[config.mk]
export PLATFORM = sky130hd
export DESIGN_NAME = ft232h_rx
export DESIGN_NICKNAME = d
export VERILOG_FILES = /design/src/rtl/ft232h_rx.sv
export SDC_FILE = /design/constraint.sdc
export NUM_CORES = 1
export LEC_CHECK = 0
export BUFFER_PORTS_ARGS = -buffer_cell sky130_fd_sc_hd__buf_2
export CORE_UTILIZATION = 58
export CTS_BUF_LIST = sky130_fd_sc_hd__clkbuf_4
export DETAILED_ROUTE_END_ITERATION = 8
export PLACE_DENSITY = 0.9
export SKIP_LAST_GASP = 1
export SYNTH_ARGS = -nofsm -noshare
export SYNTH_HDL_FRONTEND = slang
export SYNTH_SLANG_ARGS = --single-unit
[constraint.sdc]
create_clock -name ftdi_clk -period 3.1 [get_ports ftdi_clk]
set_input_delay 0.31 -clock ftdi_clk [delete_from_list [all_inputs] [get_ports ftdi_clk]]
set_output_delay 0.31 -clock ftdi_clk [all_outputs]
set_load 0.02 [all_outputs]
[src/rtl/ft232h_rx.sv]
// FT232H synchronous-FIFO receive engine: drives OE#/RD#, captures bytes into a small skid
// buffer and presents them on an AXI-Stream source with a running delivered-byte counter.
module ft232h_rx #(
  parameter int SKID_DEPTH = 4
) (
  input  logic        ftdi_clk,
  input  logic        rst,
  input  logic        ftdi_rxf_n,
  input  logic [7:0]  ftdi_adbus,
  output logic        ftdi_oe_n,
  output logic        ftdi_rd_n,
  output logic [7:0]  host_axis_tdata,
  output logic        host_axis_tvalid,
  input  logic        host_axis_tready,
  output logic [31:0] rx_byte_count
);

  localparam int PTR_W = $clog2(SKID_DEPTH);
  localparam int CNT_W = PTR_W + 1;
  localparam logic [CNT_W-1:0] FILL_LIMIT = CNT_W'(SKID_DEPTH - 2);
  localparam logic [PTR_W-1:0] PTR_ONE    = PTR_W'(1);

  typedef enum logic [1:0] {
    IDLE,
    TURNAROUND,
    READ
  } state_t;

  state_t           state_q;
  state_t           state_d;
  logic             oe_n_d;
  logic             rd_n_d;

  logic [7:0]       mem [SKID_DEPTH];
  logic [PTR_W-1:0] wr_ptr;
  logic [PTR_W-1:0] rd_ptr;
  logic [CNT_W-1:0] count;
  logic [CNT_W-1:0] count_next;
  logic             push;
  logic             pop;

  // A byte is on the bus whenever the registered strobe and the device flag are both low.
  assign push       = !ftdi_rd_n && !ftdi_rxf_n;
  assign pop        = host_axis_tvalid && host_axis_tready;
  assign count_next = count + {{(CNT_W-1){1'b0}}, push} - {{(CNT_W-1){1'b0}}, pop};

  assign host_axis_tvalid = (count != '0);
  assign host_axis_tdata  = mem[rd_ptr];

  always_ff @(posedge ftdi_clk) begin
    if (rst) begin
      state_q   <= IDLE;
      ftdi_oe_n <= 1'b1;
      ftdi_rd_n <= 1'b1;
    end else begin
      state_q   <= state_d;
      ftdi_oe_n <= oe_n_d;
      ftdi_rd_n <= rd_n_d;
    end
  end

  // Strobe levels are decided here and registered above, so the pins never follow an input combinationally.
  always_comb begin
    state_d = state_q;
    oe_n_d  = 1'b1;
    rd_n_d  = 1'b1;
    case (state_q)
      IDLE: begin
        if (!ftdi_rxf_n && (count <= FILL_LIMIT)) begin
          state_d = TURNAROUND;
          oe_n_d  = 1'b0;
        end
      end
      TURNAROUND: begin
        if (!ftdi_rxf_n) begin
          state_d = READ;
          oe_n_d  = 1'b0;
          rd_n_d  = 1'b0;
        end else begin
          state_d = IDLE;
        end
      end
      READ: begin
        if (!ftdi_rxf_n && (count_next <= FILL_LIMIT)) begin
          oe_n_d = 1'b0;
          rd_n_d = 1'b0;
        end else begin
          state_d = IDLE;
        end
      end
      default: state_d = IDLE;
    endcase
  end

  always_ff @(posedge ftdi_clk) begin
    if (!rst && push) begin
      mem[wr_ptr] <= ftdi_adbus;
    end
  end

  always_ff @(posedge ftdi_clk) begin
    if (rst) begin
      wr_ptr <= '0;
      rd_ptr <= '0;
      count  <= '0;
    end else begin
      if (push) begin
        wr_ptr <= wr_ptr + PTR_ONE;
      end
      if (pop) begin
        rd_ptr <= rd_ptr + PTR_ONE;
      end
      count <= count_next;
    end
  end

  always_ff @(posedge ftdi_clk) begin
    if (rst) begin
      rx_byte_count <= '0;
    end else if (pop) begin
      rx_byte_count <= rx_byte_count + 32'd1;
    end
  end

endmodule

==> results.json, run 1 <==
{
  "dr_total_vias": 2579,
  "drc": 0,
  "num_io_pins": 55,
  "postLayoutCellArea_um2": 3943,
  "hold_class": "primary input to flip-flop",
  "postCtsSetupRepairBufs": 0,
  "crit_type": "flip-flop to flip-flop",
  "ant_nets": 0,
  "status": "finished, final reports clean",
  "nets": 375,
  "max-clock-path-buffers": 2,
  "comb_power_share_pct": 20.7,
  "setup_violations": 0,
  "grt_pass1_vias": 2414,
  "max_freq_ghz": 0.3630,
  "yosys_warnings": 0,
  "crit_family": "adder cells",
  "wl_per_cell_um": 16.24,
  "seqPwrFrac_pct": 46.9,
  "synth_most_common_cell": "dfxtp_1",
  "fin_setup_tns_ns": 0,
  "cp_cell_sequence": "o31a_1, ha_1, inv_1, ha_1, inv_1, fa_1, nor2b_1, nor4b_1, o21ai_0, o211a_1",
  "hold_violations": 0,
  "cts_tree": "built",
  "synth-main-ff-cell": "dfxtp_1",
  "synth_seq_area_share_pct": 54.27,
  "postCtsHoldBufs": 0,
  "dp.final_hpwl_um": 4759,
  "fin_util_pct": 70.30,
  "p_switching_uw": 704.3,
  "area_growth_pct": 14.92,
  "num_rows": 27,
  "timing.final.crit_share_pct": 88.85,
  "worst_pin_slew_ns": 0.5639,
  "synth_top_cells_by_area": "edfxtp_1, dfxtp_1, mux4_2",
  "clkLatencyLatePin_ns": 0.41,
  "die-area_um2": 6227,
  "endpoint_kind": "flip-flop",
  "setup_ws_ns": 0.3455,
  "wl_um": 6935,
  "synth_top_area_share_pct": 28.01,
  "p_leak_uw": 0.001500,
  "die_x_um": 78.91,
  "avgSynthCellArea_um2": 11.55,
  "grt_usage_pct": 23.75,
  "powerDensity_nw_per_um2": 645.4,
  "cts_made_buffers": 9,
  "cp.arrival_ns": 3.07,
  "slowest_delay_ns": 0.53,
  "die_h_um": 78.91,
  "placed_cell_area_um2": 3739,
  "cp.buffers_inverters": 2,
  "place.gp.congestion": 0.7649,
  "clockRootBuffer": "clkbuf_4",
  "fin_hold_ws_ns": 0.1069,
  "finalClockSkew_ns": 0.008839,
  "firstDrtPassIters": 5,
  "async_flop_share_pct": 0,
  "crit_path_max_fanout": 6,
  "rsz0062_at_grt": "no",
  "cp-start-kind": "flip-flop",
  "synth_enable_flop_cells": 32,
  "synth_cells": 297,
  "p_int_uw": 1840,
  "yosys.area.top_type": "edfxtp_1",
  "antenna_found_initial": 0,
  "syn_area_um2": 3431,
  "final_max_slew_viol_count": 0,
  "cts_htree_levels": 3,
  "slowest_stage": "nor4b_1",
  "irDropWorstVdd_mv": 0.6050,
  "relSlewSlack_pct": 61.88,
  "syn-num-nets": 322,
  "drt_iter0_drc": 206,
  "critPathRequiredTime_ns": 3.42,
  "viasPerCell": 6.040,
  "antennaDiodeCount": 0,
  "min_period_ns": 2.754,
  "drv_cap": 0,
  "synthTopCellsByCount": "dfxtp_1, edfxtp_1, a21oi_1",
  "initial_core_util_pct": 61.18,
  "overflow": 0,
  "clk_pin_slew_ns": 0.12,
  "synth_cell_types": 45,
  "grt_max_degree": 44,
  "clock_sinks": 77,
  "p_sw_share_pct": 27.68,
  "io_buffers": 54,
  "grt_pass1_wl_um": 11190,
  "pwr-share-clk_pct": 32.4,
  "ctsResizeCount": 0,
  "dp_worst_setup_slack_ns": 0.3510,
  "core-area_um2": 5608,
  "ys_ff_latch": 77,
  "drive_gt1_share_pct": 23.94
}
[placed cells by master (no fill, tap or decap), types with 3 or more instances in the layout]
cell	count
nand4_1	9
ha_1	12
o21ai_0	6
a21oi_1	22
xnor2_1	4
dfxtp_1	45
nand2_1	16
or3_1	7
bufinv_16	4
clkbuf_4	9
and3_1	7
mux4_2	8
o31ai_1	13
nor4_1	4
xor2_1	8
or4_1	12
nand3_1	10
nor2_1	19
buf_4	3
nor2b_1	5
edfxtp_1	32
inv_1	11
and4_1	5
and2_1	3
buf_2	54
[worst register-to-register path: stages (launching register included)]
cell and delay, ns:
dfxtp_1 0.38, o31a_1 0.32, ha_1 0.27, inv_1 0.06, ha_1 0.13, inv_1 0.05, fa_1 0.51, nor2b_1 0.07
nor4b_1 0.53, o21ai_0 0.18, o211a_1 0.15
[sequential cells by signal, summed over array words and instances, names as in the netlist, named ones only]
| signal | count |
|---|---|
| wr_ptr | 2 |
| rx_byte_count | 32 |
| ftdi_rd_n | 1 |
| mem | 32 |
| ftdi_oe_n | 1 |
| count | 3 |
| rd_ptr | 2 |
| state_q | 2 |
[power by group through the flow]
| stage | clock network, uW | registers (uW) | logic [uW] |
|---|---|---|---|
| CTS | 832 | 1200 | 530 |
| floorplan | 0 | 1200 | 392 |
| global placement | 0 | 1210 | 497 |
| global route | 878 | 1200 | 572 |
| finish | 825 | 1190 | 525 |
| detailed placement | 0 | 1220 | 528 |
[cell type report]
| class | count | area, um2 |
|---|---|---|
| multi-input combinational | 194 | 1453 |
| sequential | 77 | 1862 |
| clock buffer | 9 | 67.56 |
| fill | 408 | 1665 |
| timing repair buffer | 57 | 292.8 |
| clock inverter | 7 | 136.4 |
| inverter | 11 | 41.29 |
| tap | 72 | 90.09 |
[routing by layer]
layer | track usage [%] | vias up | part of all wire [%]
li1 | - | 1235 | -
met4 | 12.73 | 0 | 2.0
met1 | 29.64 | 1234 | 43
met2 | 39.57 | 95 | 50
met3 | 3.908 | 15 | 5.5
met5 | 0 | - | 0
[per-stage QoR]
step                cells  power [uW]
floorplan             297        1589
detailed placement    411        1747
CTS                   427        2558
finish                427        2544
global route          427        2654
global placement      411        1708
[kinds of logic after synthesis]
group	count (synthesis)	synth area share (%)
AND/OR/NAND/NOR	106	18.31
AO/OA/AOI/OAI	51	9.483
adder cells (fa/ha/maj)	13	4.960
multiplexers	12	6.528
flip-flops	77	54.27
XOR/XNOR	12	3.063
buffers and inverters	26	3.391
[final timing paths]
path / from / end / slack (ns) / cells past startpoint
worst max register to register: count[1] / state_q[0] / 0.35 / 10
worst min register to register: rx_byte_count[20] / rx_byte_count[20] / 0.50 / 2
worst max-delay path: count[1] / state_q[0] / 0.35 / 10
worst min-delay path: ftdi_adbus[2] / mem[0][2] / 0.11 / 1
Power figures use the tool's default switching activity.
==> run 2: changes to the inputs <==
- CORE_UTILIZATION: 58 -> 36
- PLACE_DENSITY: 0.9 -> 0.63
==> results.json, run 2 (same netlist as run 1, synthesis figures left out) <==
{
  "status": "finished, final reports clean",
  "grt_usage_pct": 14.53,
  "clockRootBuffer": "clkbuf_4",
  "postCtsSetupRepairBufs": 0,
  "wl_per_cell_um": 13.90,
  "drv_cap": 0,
  "drt_iter0_drc": 78,
  "final_max_slew_viol_count": 0,
  "grt_pass1_wl_um": 11150,
  "holdPathStages": 1,
  "area_growth_pct": 16.56,
  "critPathRequiredTime_ns": 3.42,
  "hold_class": "primary input to flip-flop",
  "timing.final.crit_share_pct": 87.80,
  "relSlewSlack_pct": 58.11,
  "reg2reg_slack_ns": 0.38,
  "reg2reg_depth": 10,
  "r2r-end": "state_q[0]",
  "die_x_um": 99.62,
  "irDropWorstVdd_mv": 0.2358,
  "worst_hold_path.endpoint": "mem[0][6]",
  "final_cell_mix": "buf_2, dfxtp_1, edfxtp_1, a21oi_1, nor2_1",
  "reg_top3": "mem x32, rx_byte_count x32, count x3",
  "use_met2_pct": 23.02,
  "grt_max_degree": 44,
  "cts_tree": "built",
  "p_leak_uw": 0.001492,
  "min_period_ns": 2.722,
  "fin_setup_tns_ns": 0,
  "cp-start-kind": "flip-flop",
  "clkLatencyLatePin_ns": 0.42,
  "ff_latch_area_um2": 1862,
  "overflow": 0,
  "core-area_um2": 9240,
  "worst_pin_slew_ns": 0.6196,
  "setup_violations": 0,
  "finalClockSkew_ns": 0.02141,
  "wl_um": 6730,
  "die-area_um2": 9924,
  "total_power_uw": 2484,
  "io_buffers": 54,
  "ctsResizeCount": 0,
  "clk_pin_slew_ns": 0.14,
  "hold_violations": 0,
  "drive_gt1_share_pct": 24.51,
  "grt_pass1_vias": 2328,
  "hold_start": "ftdi_adbus[6]",
  "dr_total_vias": 2495,
  "viasPerCell": 5.155,
  "clock_sinks": 77,
  "multi_input_area_um2": 1453,
  "max_freq_ghz": 0.3674,
  "cts_htree_levels": 3,
  "crit_type": "flip-flop to flip-flop",
  "antennaDiodeCount": 0,
  "firstDrtPassIters": 4,
  "max-clock-path-buffers": 2,
  "ant_nets": 0,
  "place.gp.congestion": 0.7538,
  "powerDensity_nw_per_um2": 621.2,
  "nFillCells": 880,
  "busiest_layer": "met2",
  "dp.final_hpwl_um": 4570,
  "die_h_um": 99.62,
  "postCtsHoldBufs": 0,
  "cp.arrival_ns": 3.04,
  "rsz0062_at_grt": "no",
  "cts_made_buffers": 9,
  "endpoint_kind": "flip-flop",
  "drc": 0,
  "nets": 375,
  "initial_core_util_pct": 37.13,
  "met1_usage_pct": 18.78,
  "r2r-start": "count[1]",
  "antenna_found_initial": 0,
  "crit_path_max_fanout": 6,
  "num_io_pins": 55,
  "num_rows": 35,
  "grt_use_met3_pct": 4.076,
  "final_common_cell": "buf_2"
}
-- run 2: changes by cell type in the layout (fill, tap and decap cells not counted), sizes merged --
| cell | previous run | this run |
|---|---|---|
| clkinv | 2 | 1 |
| inv | 12 | 13 |
| clkinvlp | 0 | 1 |
| bufinv | 4 | 3 |
-- run 2: through the flow --
| stage | instances | hold slack (ns) | utilization (%) | setup WS [ns] | cell area (um2) |
|---|---|---|---|---|---|
| floorplan | 297 | 0.4089 | - | 0.4419 | 3431 |
| global placement | 468 | 0.4797 | 41.23 | 0.4510 | 3810 |
| detailed placement | 468 | 0.4849 | 41.23 | 0.3593 | 3810 |
| CTS | 484 | 0.07949 | 43.28 | 0.3635 | 3999 |
| global route | 484 | 0.05853 | 43.28 | 0.1903 | 3999 |
| finish | 484 | 0.09538 | 43.28 | 0.3783 | 3999 |
-- run 2: critical path, stage by stage (launching register included) --
cell and delay (ns):
dfxtp_1 0.38, o31a_1 0.31, ha_1 0.27, inv_1 0.06, ha_1 0.13, inv_1 0.05
fa_1 0.50, nor2b_1 0.06, nor4b_1 0.55, o21ai_0 0.19, o211a_1 0.15
-- run 2: how the worst max path moves through the flow --
| stage | from | end | cells past startpoint |
|---|---|---|---|
| after detailed placement | ftdi_rxf_n | state_q[0] | 12 |
| after global placement | ftdi_rxf_n | state_q[0] | 12 |
| after global routing | count[1] | state_q[0] | 10 |
| after CTS | count[1] | state_q[0] | 10 |
| final | count[1] | state_q[0] | 10 |
| after floorplan | count[1] | state_q[0] | 11 |
-- run 2: final cells by class --
cell class	count	area share, %
inverter	11	1.033
sequential	77	46.56
tap	129	4.036
clock inverter	7	3.035
clock buffer	9	1.690
multi-input combinational	194	36.33
timing repair buffer	57	7.322
-- run 2: where the power goes --
group	internal (uW)	leakage, uW	switching, uW	total [uW]
clock network	413	0.0000971	363	776
logic	236	0.000742	280	516
registers	1120	0.000652	76.1	1190
total	1760	0.00149	719	2480
-- run 2: routing by layer --
metal | vias up | share of wire, %
li1 | 1233 | -
met1 | 1204 | 47
met2 | 48 | 48
met3 | 10 | 3.9
met4 | 0 | 1.9
met5 | - | 0
==> run 3: changes to the inputs <==
- GPL_ROUTABILITY_DRIVEN: not set -> 1
- PLACE_DENSITY: 0.63 -> 0.65
- clock period: 3.1 -> 2.35 ns (I/O delays scaled with it)
==> results.json, run 3 (same netlist as run 1, synthesis figures left out) <==
{
  "clk_pin_slew_ns": 0.14,
  "status": "finished with violations",
  "cp.arrival_ns": 2.85,
  "dr_total_vias": 2544,
  "setup_ws_ns": -0.1606,
  "placed_cells": 476,
  "place.gp.congestion": 0.8137,
  "num_rows": 35,
  "antennaDiodeCount": 0,
  "slowest_stage": "fa_2",
  "firstDrtPassIters": 4,
  "crit_type": "flip-flop to flip-flop",
  "critPathRequiredTime_ns": 2.69,
  "wl_um": 7075,
  "layout.cells.non_filler": 503,
  "area_growth_pct": 22.21,
  "die_h_um": 99.62,
  "crit_path_max_fanout": 2,
  "clockRootBuffer": "clkbuf_4",
  "clkLatencyLatePin_ns": 0.45,
  "worst_pin_slew_ns": 0.5502,
  "endpoint_kind": "flip-flop",
  "total_power_uw": 3286,
  "initial_core_util_pct": 37.13,
  "viasPerCell": 5.058,
  "die-area_um2": 9924,
  "fin_util_pct": 45.38,
  "hold_violations": 0,
  "antenna_found_initial": 0,
  "setup_violations": 4,
  "rsz0062_at_grt": "yes",
  "max_freq_ghz": 0.3983,
  "final_cell_mix": "buf_2, dfxtp_1, edfxtp_1, a21oi_1, nor2_1",
  "powerDensity_nw_per_um2": 783.7,
  "drc": 0,
  "num_io_pins": 55,
  "drv_cap": 0,
  "slowest_delay_ns": 0.53,
  "p_leak_uw": 0.001563,
  "dp_worst_setup_slack_ns": -0.1664,
  "timing.final.crit_share_pct": 106.8,
  "max-clock-path-buffers": 2,
  "grt_usage_pct": 14.90,
  "nets": 394,
  "irDropWorstVdd_mv": 0.3304,
  "dp.final_hpwl_um": 4714,
  "io_buffers": 54,
  "relSlewSlack_pct": 63.27,
  "cts_htree_levels": 3,
  "final_max_slew_viol_count": 0,
  "hold_class": "primary input to flip-flop",
  "core-area_um2": 9240,
  "cp_cell_sequence": "o31a_1, ha_4, inv_2, ha_4, inv_2, fa_2, nor2b_2, or3_4, a221oi_4, nand2_1",
  "die_x_um": 99.62,
  "crit_family": "adder cells",
  "clock_sinks": 77,
  "wl_per_cell_um": 14.07,
  "cp-start-kind": "flip-flop",
  "drt_iter0_drc": 129,
  "fin_setup_tns_ns": -0.4406,
  "min_period_ns": 2.511,
  "cts_made_buffers": 9,
  "drive_gt1_share_pct": 29.41,
  "grt_pass1_wl_um": 11330,
  "overflow": 0,
  "final_common_cell": "buf_2",
  "finalClockSkew_ns": 0.03090,
  "grt_pass1_vias": 2358,
  "violations": "negative setup slack",
  "ant_nets": 0,
  "reg_top3": "mem x32, rx_byte_count x32, count x3",
  "grt_max_degree": 44,
  "cts_tree": "built",
  "cp.buffers_inverters": 2
}
==> run 3: cell count changes in the layout (fill, tap and decap cells not counted), moves of 2 or more <==
cell / delta
dlygate4sd3_1: +8
buf_4: +11
dfxtp_1: -2
ha_1: -2
inv_2: +2
bufinv_16: -2
inv_1: -2
ha_4: +2
dfxtp_2: +2
==> run 3: what timing repair did <==
item | 4_1_cts | 5_1_grt
setup endpoints to repair | 4 | 4
cloned | 0 | 0
hold buffers | 8 | 0
pin swaps | 2 | 5
endpoints found under the hold margin | 29 | 0
setup buffers | 1 | 2
gates resized for setup | 0 | 3
==> run 3: worst paths after layout <==
path / end / slack [ns] / start / depth (start not counted)
setup / recovery: ftdi_oe_n / -0.16 / count[0] / 10
setup reg to reg: ftdi_oe_n / -0.16 / count[0] / 10
hold reg to reg: wr_ptr[1] / 0.50 / wr_ptr[1] / 2
hold / removal: rx_byte_count[29] / 0.14 / rst / 3
==> run 3: stage by stage <==
| stage | hold WS (ns) | cell area, um2 |
|---|---|---|
| final | 0.1366 | 4193 |
| after global routing | 0.1463 | 4193 |
| after CTS | 0.1195 | 4153 |
| after detailed placement | 0.4510 | 3918 |
| after global placement | 0.4506 | 3918 |
| after floorplan | 0.3339 | 3482 |
==> run 3: layer usage <==
layer / up-vias / GRT usage, % / part of all wire, %
met2: 41 / 23.29 / 46
met5: - / 0 / 0
met1: 1216 / 19.02 / 48
li1: 1273 / - / -
met4: 0 / 9.276 / 2.8
met3: 14 / 2.952 / 3.1
==> run 3: cell type report <==
class	count	area, um2
tap	129	161.4
fill	853	5047
multi-input combinational	194	1523
timing repair buffer	76	455.4
sequential	77	1864
inverter	11	41.29
clock inverter	7	80.08
clock buffer	9	67.56
==> run 3: worst min-delay path: cells and delay by family <==
family | cells | cell delay (ns)
buf+inv | 2 | 0.19
compound gates | 1 | 0.12
==> run 3: where the power goes <==
group          leakage, uW  internal (uW)  switching (uW)
Sequential        0.000653           1470            85.9
Combinational     0.000834            417             454
Clock            0.0000754            340             515
Total              0.00156           2230            1050
